### src/rtl/pwm_duty_loader_pkg.sv
// Shared constants and FSM encoding for the PWM duty loader.
package pwm_duty_loader_pkg;

    // Compare word that yields 50 % duty (zero control effort).
    localparam logic [11:0] CMP_MIDSCALE = 12'h800;

    // 16-bit signed clamp limits applied to incoming control samples.
    localparam int S16_MAX = 32767;
    localparam int S16_MIN = -32768;

    // Loader FSM: IDLE (nothing pending), CONV (formatting), PEND (waiting for period end).
    typedef enum logic [1:0] {
        StIdle = 2'd0,
        StConv = 2'd1,
        StPend = 2'd2
    } state_e;

endpackage

### src/rtl/pwm_sat_format.sv
// Saturates a wide signed sample to 16 bits and formats the offset-binary compare word.
module pwm_sat_format
    import pwm_duty_loader_pkg::*;
#(
    parameter int unsigned DW = 29,
    parameter int unsigned CW = 12
) (
    input  logic [DW-1:0] din_i,
    output logic [CW-1:0] word_o,
    output logic          clamped_o
);

    localparam logic signed [DW-1:0] SMax = DW'(S16_MAX);
    localparam logic signed [DW-1:0] SMin = DW'(S16_MIN);

    logic signed [DW-1:0] d;
    logic        [15:0]   s;
    logic        [15:0]   s_ob;

    assign d = $signed(din_i);

    // Clamp to the 16-bit signed range, flagging when a limit was applied.
    always_comb begin
        s         = din_i[15:0];
        clamped_o = 1'b0;
        if (d > SMax) begin
            s         = 16'h7FFF;
            clamped_o = 1'b1;
        end else if (d < SMin) begin
            s         = 16'h8000;
            clamped_o = 1'b1;
        end
    end

    // Offset binary: invert the sign bit, then keep the top CW bits (truncate, no rounding).
    assign s_ob   = {~s[15], s[14:0]};
    assign word_o = CW'(s_ob >> (16 - CW));

endmodule

### src/rtl/pwm_duty_loader.sv
// Double-buffered PWM duty loader with period-boundary commit and stale-input watchdog.
module pwm_duty_loader
    import pwm_duty_loader_pkg::*;
#(
    parameter int unsigned DW        = 29,
    parameter int unsigned CW        = 12,
    parameter int unsigned TIMEOUT_P = 16,
    parameter int unsigned OVR_W     = 8
) (
    input  logic             clk_i,
    input  logic             rst_ni,
    input  logic [DW-1:0]    din_i,
    input  logic             din_valid_i,
    output logic             din_ready_o,
    input  logic             period_end_i,
    output logic [CW-1:0]    compare_out_o,
    output logic             stale_o,
    output logic             sat_flag_o,
    output logic [OVR_W-1:0] overrun_cnt_o
);

    localparam int unsigned      TW     = $clog2(TIMEOUT_P + 1);
    localparam logic [TW-1:0]    TmoMax = TW'(TIMEOUT_P);
    localparam logic [CW-1:0]    CmpMid = CW'(CMP_MIDSCALE);

    state_e           state_q, state_d;
    logic [DW-1:0]    sample_q, sample_d;
    logic [CW-1:0]    pending_q, pending_d;
    logic [CW-1:0]    cmp_q, cmp_d;
    logic             stale_q, stale_d;
    logic             sat_q, sat_d;
    logic [OVR_W-1:0] ovr_q, ovr_d;
    logic [TW-1:0]    tmo_q, tmo_d;

    logic [CW-1:0]    word;
    logic             clamped;
    logic             xfer;

    pwm_sat_format #(
        .DW (DW),
        .CW (CW)
    ) u_sat_format (
        .din_i     (sample_q),
        .word_o    (word),
        .clamped_o (clamped)
    );

    assign din_ready_o = (state_q != StConv);
    assign xfer        = din_valid_i && din_ready_o;

    // Next-state: sample capture, formatting, period-boundary commit and watchdog.
    always_comb begin
        state_d   = state_q;
        sample_d  = sample_q;
        pending_d = pending_q;
        cmp_d     = cmp_q;
        stale_d   = stale_q;
        sat_d     = sat_q;
        ovr_d     = ovr_q;
        tmo_d     = tmo_q;

        unique case (state_q)
            StIdle, StConv: begin
                if (state_q == StIdle) begin
                    if (xfer) begin
                        sample_d = din_i;
                        state_d  = StConv;
                    end
                end else begin
                    pending_d = word;
                    sat_d     = sat_q | clamped;
                    state_d   = StPend;
                end
                // No commit possible here, so a period end only advances the watchdog.
                if (period_end_i) begin
                    tmo_d = (tmo_q == TmoMax) ? tmo_q : tmo_q + 1'b1;
                    if (tmo_d == TmoMax) begin
                        cmp_d   = CmpMid;
                        stale_d = 1'b1;
                    end
                end
            end
            StPend: begin
                if (period_end_i) begin
                    cmp_d   = pending_q;
                    tmo_d   = '0;
                    stale_d = 1'b0;
                    state_d = StIdle;
                end
                if (xfer) begin
                    sample_d = din_i;
                    state_d  = StConv;
                    // Pending is lost only if it was not committed on this same edge.
                    if (!period_end_i && (ovr_q != '1)) begin
                        ovr_d = ovr_q + 1'b1;
                    end
                end
            end
            default: state_d = StIdle;
        endcase
    end

    // State and data registers; reset discards any pending sample.
    always_ff @(posedge clk_i or negedge rst_ni) begin
        if (!rst_ni) begin
            state_q   <= StIdle;
            sample_q  <= '0;
            pending_q <= CmpMid;
            cmp_q     <= CmpMid;
            stale_q   <= 1'b0;
            sat_q     <= 1'b0;
            ovr_q     <= '0;
            tmo_q     <= '0;
        end else begin
            state_q   <= state_d;
            sample_q  <= sample_d;
            pending_q <= pending_d;
            cmp_q     <= cmp_d;
            stale_q   <= stale_d;
            sat_q     <= sat_d;
            ovr_q     <= ovr_d;
            tmo_q     <= tmo_d;
        end
    end

    assign compare_out_o = cmp_q;
    assign stale_o       = stale_q;
    assign sat_flag_o    = sat_q;
    assign overrun_cnt_o = ovr_q;

endmodule

### config.mk
export PLATFORM = sky130hd
export DESIGN_NAME = pwm_duty_loader
export DESIGN_NICKNAME = d
export VERILOG_FILES = /design/src/rtl/pwm_duty_loader_pkg.sv /design/src/rtl/pwm_sat_format.sv /design/src/rtl/pwm_duty_loader.sv
export SDC_FILE = /design/constraint.sdc
export NUM_CORES = 1
export LEC_CHECK = 0
export ABC_AREA = 1
export CAP_MARGIN = 20
export CORE_ASPECT_RATIO = 0.6
export CORE_MARGIN = 2
export CORE_UTILIZATION = 41
export DETAILED_ROUTE_END_ITERATION = 8
export PLACE_DENSITY_LB_ADDON = 0.08
export SYNTH_ARGS = -nofsm -noshare
export SYNTH_HDL_FRONTEND = slang
export SYNTH_SLANG_ARGS = --single-unit
### constraint.sdc
create_clock -name clk_i -period 3 [get_ports clk_i]
set_input_delay 0.6 -clock clk_i [delete_from_list [all_inputs] [get_ports clk_i]]
set_output_delay 0.6 -clock clk_i [all_outputs]
set_load 0.01 [all_outputs]
==> metrics.yaml, run 1 <==
holdCritPathClass: "primary input to asynchronous set/reset pin"
clock_path_buffers: 2
cts_buffers: 9
leakage_nw: 1.84
clk_pin_slew_worst_paths_ps: 50
grt_pass1_wl_um: 10500
ir_worst_vdd_mv: 0.286
pwr_density_cell_nw_per_um2: 897
period_share: 0.858
syn_area_um2: 2940
utilization: 0.560
post-cts-setup-buffer-count: 0
reg2reg_depth: 7
endpoint_kind: "output port"
rrSetupSlack_ps: 1150
r2r-end: "sample_q[13]$_DFFE_PN0P_"
hold_viol: 0
worstSetupPathDepth: 4
core_area_um2: 6820
wl_um: 6290
rsz0062_at_grt: "no"
crit_required_ps: 2400
start_kind: "register"
period_needed_ps: 2570
synth-seq-cells: 66
die_area_um2: 7900
yosysTopAreaCell: "dfrtp_1"
relSlewSlack: 0.594
grt_max_degree: 31
fp.dieH_um: 69.6
yosysWarnings: 0
cp_top_family: "buffers and inverters"
io_buffer_count: 51
synth_common_cells: "141 x nand2_1, 64 x dfrtp_1, 23 x nor2_1"
route.detailed.drc: 0
avgSynthCellArea_um2: 8.61
grt_overflow: 0
max_cap_violations: 0
final_cells: 486
hold_buffers: 0
setup_viol_count_final: 0
synth_cell_types: 30
max_clock_freq_ghz: 0.389
cts_tree: "done"
cp_num_buf_inv: 3
arrival_ps: 1970
vias_per_cell: 4.67
clk_latency_ps: 330
ys_async_sr_fraction: 1.00
synth_top_area_frac: 0.544
cts_sinks: 66
htreeDepth: 3
num_rows: 23
nets: 431
wl_per_cell_um: 12.9
drtIter0Drc: 133
area_delta_synth_final_pct: 29.7
syn_nets: 378
grt_use_total: 0.171
grt_pass1_vias: 2139
cts-root-buf: "clkbuf_16"
dp_cells: 471
fp.dieW_um: 113
n_antenna_cell: 0
path_class: "register to output port"
drive_above_1_share: 0.0927
start_util: 0.432
r2r-start: "state_q[0]$_DFFE_PN0P_"
cts_resized: 0
clock_skew_ps: 4.60
critical-path-slowest-cell: "clkdlybuf4s50_1"
synthTopCellsByArea: "dfrtp_1 54%, nand2_1 18%, nand4_1 3.2%"
ant_nets: 0
vias: 2271
dr.pass1.iters: 4
max_stage_delay_ps: 520
worst_slew_pin_slew_ps: 610
setup_tns_ps: 0
finalMaxSlewViolations: 0
synth_edf_count: 0
ios: 56
gp_congestion: 0.843
ys_seq_area_frac: 0.562
antenna_found_initial: 0
synth_ff_type: "dfrtp_1"
cp_cell_sequence: "inv_2, nor2_4, inv_1, clkdlybuf4s50_1"
cp_max_fo: 16
synthMostInstantiatedCell: "nand2_1"
synthCells: 342
dp_hpwl_um: 4450
status: "complete, no violations"
-- cells by family (layout without fill, tap and decap cells) --
kind of cell,count (synthesis),in the layout,synth area share
flip-flops,66,66,0.562
XOR/XNOR,8,8,0.0238
AO/OA/AOI/OAI,25,25,0.0502
adder cells (fa/ha/maj),3,3,0.0128
buffers and inverters,36,93,0.0552
AND/OR/NAND/NOR,204,204,0.296
-- how the worst max path moves through the flow --
stage,from,to,slack [ps]
6_report,state_q[0]$_DFFE_PN0P_,din_ready_o,430
5_1_grt,state_q[1]$_DFFE_PN0P_,din_ready_o,360
4_1_cts,state_q[0]$_DFFE_PN0P_,din_ready_o,410
3_5_place_dp,state_q[0]$_DFFE_PN0P_,din_ready_o,770
3_3_place_gp,state_q[0]$_DFFE_PN0P_,din_ready_o,790
2_1_floorplan,tmo_q[0]$_DFFE_PN0P_,compare_out_o[10]$_DFFE_PN0P_,1490
-- metrics by stage --
| stage | hold WS (ps) | total power, mW | worst slack, ps | cell area, µm² |
|---|---|---|---|---|
| floorplan | 304 | 1.95 | 1490 | 2940 |
| global placement | 453 | 2.35 | 791 | 3510 |
| detailed placement | 457 | 2.38 | 771 | 3510 |
| CTS | 301 | 3.47 | 413 | 3820 |
| global route | 342 | 3.66 | 357 | 3820 |
| finish | 285 | 3.43 | 427 | 3820 |
-- registers in the layout, summed over array words and instances (netlist names) --
name / count
sat_flag_o: 1
compare_out_o: 12
pending_q: 12
state_q: 2
stale_o: 1
overrun_cnt_o: 8
sample_q: 25
tmo_q: 5
-- metal layers --
layer / GRT usage / vias up / wire (µm)
met4: 0.0488 / 0 / 44
met2: 0.212 / 58 / 2280
met1: 0.275 / 1020 / 3610
met5: 0 / - / 0
met3: 0.0577 / 4 / 348
li1: - / 1189 / -
-- where the power goes --
part	leakage [nW]	switching [mW]	internal, mW
Sequential	0.795	0.235	1.21
Clock	0.152	0.355	0.705
Combinational	0.889	0.487	0.435
Total	1.84	1.08	2.35
-- cells in the final DEF, fill, tap and decap left out, drive strengths merged, types with 2 or more instances in the layout --
cell type	Yosys	layout
buf	9	5
nor3	5	5
inv	23	23
ha	3	3
nand4	15	15
nand2	144	144
o21ai	9	9
dfstp	2	2
clkbuf	4	13
xor2	5	5
nor2	28	28
dfrtp	64	64
nand3	11	11
clkdlybuf4s50	0	50
xnor2	3	3
a21oi	13	13
-- final cells by class --
class / instances / area, µm²
Inverter: 23 / 88.8
Tap cell: 87 / 109
Clock buffer: 13 / 270
Timing Repair Buffer: 55 / 536
Clock inverter: 2 / 35.0
Fill cell: 637 / 3000
Sequential cell: 66 / 1650
Multi-Input combinational cell: 240 / 1130
No activity file was read; power rests on OpenSTA's default activity.
==> run 2, diff against run 1 <==
--- a/config.mk
+++ b/config.mk
@@ -7,7 +7,7 @@
 export LEC_CHECK = 0
 export ABC_AREA = 1
 export CAP_MARGIN = 20
-export CORE_ASPECT_RATIO = 0.6
+export CORE_ASPECT_RATIO = 1.2
 export CORE_MARGIN = 2
 export CORE_UTILIZATION = 41
 export DETAILED_ROUTE_END_ITERATION = 8
@@ -15,3 +15,4 @@
 export SYNTH_ARGS = -nofsm -noshare
 export SYNTH_HDL_FRONTEND = slang
 export SYNTH_SLANG_ARGS = --single-unit
+export TNS_END_PERCENT = 30
==> metrics.yaml, run 2 (synthesized netlist as in run 1, its figures left out) <==
ir_worst_vdd_mv: 0.348  # +22%
p_switching_mw: 1.00  # -6.8%
cp_cell_sequence: "nor2_4, inv_1, clkdlybuf4s50_1"
crit_required_ps: 2400  # about the same
setup_tns_ps: 0  # unchanged
wl_per_cell_um: 11.3  # -12%
setup_viol_count_final: 0  # unchanged
ant_nets: 0  # unchanged
dp_hpwl_um: 3880  # -13%
arrival_ps: 1740  # -230 ps
vias: 2253  # -0.79%
final_cell_mix: "141 x nand2_1, 64 x dfrtp_1, 50 x clkdlybuf4s50_1"
cts_resized: 0  # unchanged
max_cap_violations: 0  # unchanged
antenna_found_initial: 0  # unchanged
drtIter0Drc: 100  # -25%
start_util: 0.427  # -0.00470
critical-path-slowest-cell: "dfrtp_1"
grt_use_total: 0.157  # -0.0136
top_register: "sample_q"
cp_top_family: "buffers and inverters"
cts_sinks: 66  # unchanged
utilization: 0.534  # -0.0262
grt_max_degree: 67  # +120%
pwr-share-clk: 0.216  # -0.093
finalMaxSlewViolations: 0  # unchanged
gp_congestion: 0.714  # -15%
r2r-end: "compare_out_o[0]$_DFFE_PN0P_"
cts_buffers: 9  # unchanged
area_delta_synth_final_pct: 25.0
r2r-start: "tmo_q[0]$_DFFE_PN0P_"
drive_above_1_share: 0.0900  # -0.00273
pwr_density_cell_nw_per_um2: 806  # -10%
max_stage_delay_ps: 640  # +120 ps
period_share: 0.781  # -0.0763
clk_latency_ps: 340  # about the same
largest_reg_flops: 25  # unchanged
nets: 431  # unchanged
endpoint_kind: "output port"
holdCritPathClass: "primary input to asynchronous set/reset pin"
cp_max_fo: 14  # -2
worst_slew_pin_slew_ps: 809  # +199 ps
status: "complete, no violations"
period_needed_ps: 2340  # -229 ps
pwr-share-comb: 0.304  # +0.035
io_buffer_count: 51  # unchanged
vias_per_cell: 4.63  # -1.0%
ios: 56  # unchanged
core_area_um2: 6900  # +1.1%
grt_overflow: 0  # unchanged
grt_pass1_vias: 2250  # +5.2%
rsz0062_at_grt: "no"
cts_tree: "done"
sw_frac_of_total: 0.338  # +0.0238
worstSetupPathDepth: 3  # -1
crit_end: "din_ready_o"
clock_path_buffers: 2  # unchanged
holdWs_ps: 432  # +147 ps
grt_pass1_wl_um: 9810  # -6.3%
seqPwrFrac: 0.480  # +0.058
num_rows: 33  # +43%
start_kind: "register"
crit_start: "state_q[1]$_DFFE_PN0P_"
layout.cells.most_common: "nand2_1"
dr.pass1.iters: 4  # unchanged
fp.dieW_um: 81.4  # -28%
htreeDepth: 3  # unchanged
rrSetupSlack_ps: 1280  # +130 ps
reg2reg_depth: 13  # +6
cts-root-buf: "clkbuf_8"
wl_um: 5520  # -12%
hold_viol: 0  # unchanged
cp_num_buf_inv: 2  # -1
leakage_nw: 1.77  # -3.7%
hold_buffers: 0  # unchanged
relSlewSlack: 0.461  # -0.133
die_area_um2: 7880  # -0.25%
max_clock_freq_ghz: 0.427  # +9.8%
fp.dieH_um: 96.8  # +39%
intPower_mw: 1.96  # -16%
clock_skew_ps: 13.2  # +8.63 ps
path_class: "register to output port"
clk_pin_slew_worst_paths_ps: 70  # +20 ps
n_antenna_cell: 0  # unchanged
post-cts-setup-buffer-count: 0  # unchanged
route.detailed.drc: 0  # unchanged
run 2: cell types whose count changed in the layout (fill, tap and decap cells not counted), sizes merged:
cell      before  now
bufinv         1    0
clkinv         1    2
clkinvlp       0    1
run 2: worst min path at each step:
stage                                start                           end  slack [ps]  cells past startpoint
floorplan                           rst_ni  compare_out_o[0]$_DFFE_PN0P_         300                      0
global placement    sat_flag_o$_DFFE_PN0P_        sat_flag_o$_DFFE_PN0P_         440                      1
detailed placement  sat_flag_o$_DFFE_PN0P_        sat_flag_o$_DFFE_PN0P_         450                      1
CTS                                 rst_ni  compare_out_o[4]$_DFFE_PN0P_         470                      2
global route        sat_flag_o$_DFFE_PN0P_        sat_flag_o$_DFFE_PN0P_         480                      1
finish                              rst_ni  compare_out_o[4]$_DFFE_PN0P_         430                      2
run 2: layer usage:
| metal | up-vias | share of wire | track usage | wire, µm |
|---|---|---|---|---|
| met2 | 41 | 0.45 | 0.240 | 2500 |
| met5 | - | 0 | 0 | 0 |
| met3 | 11 | 0.036 | 0.0326 | 196 |
| li1 | 1192 | - | - | - |
| met1 | 1009 | 0.48 | 0.206 | 2670 |
| met4 | 0 | 0.028 | 0.0847 | 152 |
run 2: final cells by class:
cell class	instances	area, µm²
fillers	685	3210
well taps	87	109
clock buffers	13	149
clock inverters	3	17.5
flip-flops and latches	66	1650
inverters	23	88.8
multi-input cells	240	1130
repair buffers	55	536
run 2: power by group through the flow:
stage,clock network (mW),logic [mW],registers (mW)
finish,0.640,0.903,1.42
global route,0.700,1.04,1.47
CTS,0.661,0.922,1.43
detailed placement,0,0.917,1.44
global placement,0,0.895,1.43
floorplan,0,0.510,1.44
run 2: through the flow:
stage	total power, mW	worst slack (ps)	instances	instance area [µm²]
3_5_place_dp	2.36	650	471	3510
5_1_grt	3.21	591	487	3680
4_1_cts	3.01	653	487	3680
2_1_floorplan	1.95	1490	342	2940
6_report	2.97	656	487	3680
3_3_place_gp	2.33	662	471	3510
